<file path="src/rtl/register_file_pkg.sv">
// Shared register-file constants: enable encodings, index width and zero word,
// plus a small helper used by the write and read paths.
`ifndef REGISTER_FILE_DEFINES
`define REGISTER_FILE_DEFINES
`define RESET_ENABLE    1'b0
`define WRITE_ENABLE    1'b1
`define WRITE_DISABLE   1'b0
`define READ_ENABLE     1'b1
`define READ_DISABLE    1'b0
`define REG_INDEX_WIDTH 5
`define ZERO_WORD       '0
`endif

package register_file_pkg;

  localparam int unsigned REG_INDEX_W = `REG_INDEX_WIDTH;

  typedef logic [REG_INDEX_W-1:0] reg_index_t;

  // Index 0 is the hardwired zero register and never holds state.
  function automatic logic is_zero_index(input reg_index_t index);
    return index == '0;
  endfunction

endpackage

</file>
<file path="src/rtl/register_file_reg_read_port.sv">
// One combinational read port: reset, enable, zero-register, then same-cycle
// write-through bypass, otherwise the stored entry.
import register_file_pkg::*;

module reg_read_port #(
  parameter int unsigned DATA_WIDTH = 32
) (
  input  logic                  reset,
  input  logic                  read_enable,
  input  reg_index_t            read_address,
  input  logic                  write_enable,
  input  reg_index_t            write_address,
  input  logic [DATA_WIDTH-1:0] write_data,
  input  logic [DATA_WIDTH-1:0] entry_data,
  output logic [DATA_WIDTH-1:0] read_data
);

  always_comb begin
    read_data = `ZERO_WORD;
    if (reset == `RESET_ENABLE) begin
      read_data = `ZERO_WORD;
    end else if (read_enable == `READ_DISABLE) begin
      read_data = `ZERO_WORD;
    end else if (is_zero_index(read_address)) begin
      read_data = `ZERO_WORD;
    end else if (write_enable == `WRITE_ENABLE && write_address == read_address) begin
      read_data = write_data;
    end else begin
      read_data = entry_data;
    end
  end

endmodule

</file>
<file path="src/rtl/register_file.sv">
// Architectural register file: flop storage with async clear, two bypassing
// read ports and an unbypassed debug observation port.
import register_file_pkg::*;

module register_file #(
  parameter int unsigned REG_COUNT  = 32,
  parameter int unsigned DATA_WIDTH = 32
) (
  input  logic                        clock,
  input  logic                        reset,
  input  logic                        write_enable,
  input  logic [`REG_INDEX_WIDTH-1:0] write_address,
  input  logic [DATA_WIDTH-1:0]       write_data,
  input  logic                        read_enable_1,
  input  logic [`REG_INDEX_WIDTH-1:0] read_address_1,
  output logic [DATA_WIDTH-1:0]       read_data_1,
  input  logic                        read_enable_2,
  input  logic [`REG_INDEX_WIDTH-1:0] read_address_2,
  output logic [DATA_WIDTH-1:0]       read_data_2,
  input  logic [`REG_INDEX_WIDTH-1:0] debug_address,
  output logic [DATA_WIDTH-1:0]       debug_data
);

  logic [DATA_WIDTH-1:0] entries [REG_COUNT];
  logic [DATA_WIDTH-1:0] entry_1;
  logic [DATA_WIDTH-1:0] entry_2;

  always_ff @(posedge clock or negedge reset) begin
    if (reset == `RESET_ENABLE) begin
      for (int i = 0; i < int'(REG_COUNT); i++) begin
        entries[i] <= `ZERO_WORD;
      end
    end else if (write_enable == `WRITE_ENABLE && !is_zero_index(write_address)
                 && 32'(write_address) < REG_COUNT) begin
      entries[write_address] <= write_data;
    end
  end

  // Out-of-range indices (only possible with REG_COUNT < 32) read as zero.
  always_comb begin
    entry_1 = `ZERO_WORD;
    entry_2 = `ZERO_WORD;
    if (32'(read_address_1) < REG_COUNT) entry_1 = entries[read_address_1];
    if (32'(read_address_2) < REG_COUNT) entry_2 = entries[read_address_2];
  end

  reg_read_port #(.DATA_WIDTH(DATA_WIDTH)) u_read_port_1 (
    .reset         (reset),
    .read_enable   (read_enable_1),
    .read_address  (read_address_1),
    .write_enable  (write_enable),
    .write_address (write_address),
    .write_data    (write_data),
    .entry_data    (entry_1),
    .read_data     (read_data_1)
  );

  reg_read_port #(.DATA_WIDTH(DATA_WIDTH)) u_read_port_2 (
    .reset         (reset),
    .read_enable   (read_enable_2),
    .read_address  (read_address_2),
    .write_enable  (write_enable),
    .write_address (write_address),
    .write_data    (write_data),
    .entry_data    (entry_2),
    .read_data     (read_data_2)
  );

  always_comb begin
    debug_data = `ZERO_WORD;
    if (reset != `RESET_ENABLE && !is_zero_index(debug_address)
        && 32'(debug_address) < REG_COUNT) begin
      debug_data = entries[debug_address];
    end
  end

endmodule
</file>
<file path="config.mk">
export PLATFORM = sky130hd
export DESIGN_NAME = register_file
export DESIGN_NICKNAME = d
export VERILOG_FILES = /design/src/rtl/register_file_pkg.sv /design/src/rtl/register_file_reg_read_port.sv /design/src/rtl/register_file.sv
export SDC_FILE = /design/constraint.sdc
export NUM_CORES = 2
export LEC_CHECK = 0
export BUFFER_PORTS_ARGS = -buffer_cell sky130_fd_sc_hd__buf_2
export CORE_MARGIN = 4
export CORE_UTILIZATION = 35
export DETAILED_ROUTE_END_ITERATION = 6
export PLACE_DENSITY_LB_ADDON = 0.15
export SYNTH_ARGS = -nofsm -noshare
export SYNTH_HDL_FRONTEND = slang
export SYNTH_SLANG_ARGS = --single-unit
</file>
<file path="constraint.sdc">
create_clock -name clock -period 1.8 [get_ports clock]
set_input_delay 0.18 -clock clock [delete_from_list [all_inputs] [get_ports clock]]
set_output_delay 0.18 -clock clock [all_outputs]
set_load 0.02 [all_outputs]
</file>
Word-level counts from Yosys, hierarchy flattened --
Cells that the tools add are included.
Operators by class: bitwise operators 4, reduce and logical (&&, ||, !) cells 11, multiplexer cells 21, order comparisons 5, eq/ne operators 2
Operator list (count):
- $bwmux W1024 | 1
- $mux W32 | 16
- $bmux W32 S5 | 3
- $demux W32 S5 | 1
- $ge A6 B6 Y1 const B | 4
- $not A5 Y6 | 4
- $logic_not A5 Y1 | 4
- $eq A5 B5 Y1 | 2
- $lt A6 B1 Y1 const B | 1
- $logic_and A1 B1 Y1 | 5
- $logic_not A1 Y1 | 2
Storage, ports and cells: word-level logic and storage cells 75, flip-flop bits (word level) 1024

Longest topological paths before layout --
word-level depth 8, depth in mapped cells 10

Cells and area by module --
Synthesis repeated with hierarchy kept, for this count alone.
Second synthesis, totals: cells, all modules 4053, area, all modules 63113.0 um^2
By module, submodules not included:
- register_file | instances 1, seq. area each 25624.6 um^2, cells each 3807, area an instance 61709.2 um^2
- reg_read_port | instances 2, seq. area each 0.0 um^2, cells each 123, area an instance 701.9 um^2

Least setup slack after synthesis --
OpenSTA, ideal clock, no wires.
path type input port to output port, start input port debug_address[1], end output port debug_data[14], path slack -456 ps, stages 8, arrival 2076 ps, path buffers 4, cells stage by stage buf_2 > or3b_1 > clkbuf_1 > buf_2 > buf_6 > o221ai_1 > a21oi_1 > a2111oi_1
On the way: word-level cells in the longest chain between the ends 5
RTL lines:
- from (decl) | line register_file.sv:20 | input logic [`REG_INDEX_WIDTH-1:0] debug_address,
- $not A5 Y6 (implied by the code) | line register_file.sv:73 | debug_data = entries[debug_address];
- $bmux W32 S5 | line register_file.sv:73
- $mux W32 (implied by the code) (2 in a row) | line register_file.sv:73
- $mux W32 (*) | line register_file.sv:71 | if (reset != `RESET_ENABLE && !is_zero_index(debug_address)
- to (decl) | line register_file.sv:21 | output logic [DATA_WIDTH-1:0] debug_data
Mark *: on every way between the ends. The rest lies on a longest branch, timed or not. The select of a mux whose other input is x is not followed.

Worst setup path after layout --
start register entries[914] (netlist bit), end output port read_data_1[18]
On the way: word-level cells in the longest chain between the ends 7
RTL lines:
- from (decl) | line register_file.sv:24 | logic [DATA_WIDTH-1:0] entries [REG_COUNT];
- from (signal, indexed assignment) | line register_file.sv:31 | entries[i] <= `ZERO_WORD;
- from (signal, indexed assignment) | line register_file.sv:35 | entries[write_address] <= write_data;
- $bmux W32 S5 | line register_file.sv:43 | if (32'(read_address_1) < REG_COUNT) entry_1 = entries[read_address_1];
- $mux W32 (implied by the code) (2 in a row) | line register_file.sv:43
- $mux W32 | line register_file_reg_read_port.sv:26 | end else if (write_enable == `WRITE_ENABLE && write_address == read_address) begin
- $mux W32 | line register_file_reg_read_port.sv:24 | end else if (is_zero_index(read_address)) begin
- $mux W32 | line register_file_reg_read_port.sv:22 | end else if (read_enable == `READ_DISABLE) begin
- $mux W32 | line register_file_reg_read_port.sv:20 | if (reset == `RESET_ENABLE) begin
- to (decl) | line register_file.sv:16 | output logic [DATA_WIDTH-1:0] read_data_1,
No other way between the ends. The select of a mux whose other input is x is not followed.

==> results.toml <==
[yosys]
synth_area_per_cell_um2 = 13.63
synth_cells = 4735
yosysSeqAreaShare_pct = 39.70
synth_warnings = 0
synth_top_area_share_pct = 39.70
syn-cell-area_um2 = 64540
synth_edf_count = 0
ys_ff_latch = 1024
yosysTopAreaCell = "dfrtp_1"
synthFlopType = "dfrtp_1"
synth-async-reset-ratio_pct = 100.0
synth_nets = 4792
synth_area_leaders = "dfrtp_1 40%, mux2_2 19%, mux4_2 17%"
synth_cell_type_count = 57

[timing]
setup_violations = 96
fin_worst_skew_ns = 0
max_freq_mhz = 357.2
slew_viol_final = 0
tightest_slew_ns = 1.025
min_period_ns = 2.799
rsz0062_at_grt = "true"
maxSlewHeadroom_pct = 31.66
setup_slack_ns = -0.9992
hold_viol = 0
finalCritPeriodShare_pct = 155.5

[detailed_routing]
drt-total-wl_um = 287400
drt_iter0_drc = 4124
routed_via_density = 6.116
antenna_left = 0
wl_per_cell_um = 34.72
vias = 50640
first_pass_iters = 5
drc = 0

[critical_path]
crit_path_top_delay_cell = "mux4_2"
crit_fanout = 3
crit_chain = "buf_6 > mux4_2 > a211oi_2 > or3_4 > a41oi_4 > buf_6"
crit_top_cell = "buf_6"
end_kind = "output pin"
worstSetupPathType = "reg2out"
ff2ff_path_depth = 3
reg2reg_from = "entries[882]"
arrival_ns = 2.62
reg2reg_slack_ns = 0.78
worstPathRequired_ns = 1.62
max_stage_delay_ns = 0.47
worstReg2RegEnd = "entries[882]"
start_kind = "flop"

[layout]
final_util_pct = 47.23
area_delta_synth_final_pct = 34.12
final_common_cell = "mux2_2"
largest_reg_flops = 1024
largest_register = "entries"
drive_above_1_share_pct = 62.09
largestRegisters = "entries (1024)"
layout_common_cells = "1,076 x mux2_2, 1,020 x dfrtp_1, 950 x buf_4"
layout.nets = 5765

[grt]
grt_pass1_vias = 52160
grt_max_degree = 157
grt_overflow = 0
grt_antenna_before_repair = 7
track_usage_pct = 29.64
grt_first_pass_wirelength_um = 407000

[outcome]
violations = "setup timing"
status = "finished, violations left"

[placement]
hpwl_um = 200800
port-buffer-count = 152
globalplace.congestion = 0.8916
place_ws_ns = -0.8807

[die]
io_pins = 153
die_width_um = 437.4
die_y_um = 437.4
row_count = 157
dieArea_um2 = 191300
start_util_pct = 35.22
core_area_um2 = 183300

[cts]
cts.sinks = 1024
cts_root_buffer = "clkbuf_16"
numCtsBuffers = 131
insertion_delay_ns = 0.77
htree_levels = 4
path_clk_slew_ns = 0.06
clk_path_buf_depth = 3
cts_tree = "done"

[power_and_ir_drop]
power_density_nw_per_um2 = 979.1
vdd_drop_max_v = 0.001044
total_power_mw = 84.76
power.leakage_nw = 37.75

[hold_path]
min_from = "write_data[19]"
min_path_cells = 3
hold_path_class = "in2reg"
hold_end = "entries[51]"

[flow_run]
max_cap_violations = 0
## timing repair
item	CTS	global route
setup endpoints to repair	96	96
pin swaps	236	96
endpoints found under the hold margin	553	0
resized for setup	444	99
hold buffers	33	0
setup buffers	65	11
## per-stage QoR
stage                     hold WS (ns)  instance area, µm²  std cells  setup TNS [ns]
final                          0.06771               86570       8279          -83.44
after floorplan                -0.1156               66120       4735          -5.070
after global placement          0.3334               78880       7949         -136.51
after detailed placement        0.3298               78880       7949         -134.36
after global routing           0.05606               86560       8277          -91.19
after CTS                      0.01748               86030       8267          -90.37
## layer usage
layer / global-route usage [%] / vias to the layer above / share of wire (%)
met5: 0 / - / 0.011
met1: 39.63 / 27320 / 42
met3: 4.165 / 600 / 5.8
met4: 13.86 / 4 / 5.3
met2: 47.70 / 2017 / 47
li1: - / 20700 / -
## critical path, delay by kind of cell, from the launching register on
kind                   cells  cell delay (ns)
AOI/OAI and AO/OA          2             0.45
buffers and inverters      2             0.33
DFF                        1             0.39
muxes                      1             0.47
and+or+nand+nor            1             0.19
## cell type report
cell class | instances | area (µm²)
antenna | 4 | 10.01
fill | 16230 | 96710
multi-input combinational | 3143 | 39000
sequential | 1024 | 25630
clock inverter | 42 | 598.1
timing repair buffer | 1408 | 14260
clock buffer | 194 | 3983
tap | 2464 | 3083
## report_power, final
group | total (mW) | internal [mW] | switching (mW)
combinational | 25.3 | 14.6 | 10.6
clock | 28.2 | 17.1 | 11.2
sequential | 31.3 | 27.4 | 3.85
total | 84.8 | 59.1 | 25.6
## worst max path at each step
stage / from / to / depth (start not counted)
2_1_floorplan: read_address_1[0] / read_data_1[22] / 8
3_3_place_gp: read_address_2[1] / read_data_2[22] / 9
3_5_place_dp: read_address_2[1] / read_data_2[22] / 9
4_1_cts: entries[946] / read_data_1[18] / 6
5_1_grt: entries[1000] / read_data_2[8] / 7
6_report: entries[914] / read_data_1[18] / 6
## cell usage after synthesis (all sizes together) (64+ instances only)
master  count
a22oi     117
buf       293
clkbuf    263
dfrtp    1024
mux2     1093
mux2i     564
mux4      501
nand2      64
nor2b      83
nor3       74
o21ai      77
o221ai     64
o22ai     161
## cells by family (layout without fill, tap and decap cells)
group           Yosys count  count (layout)  synth area share, %
other cells               0               4                    0
compound gates          689             689                7.735
simple gates            286             286                2.332
mux                    2158            2158                45.43
buf+inv                 568            1644                4.666
xor+xnor                 10              10               0.1357
flops                  1024            1024                39.70
Power figures use the tool's default switching activity.
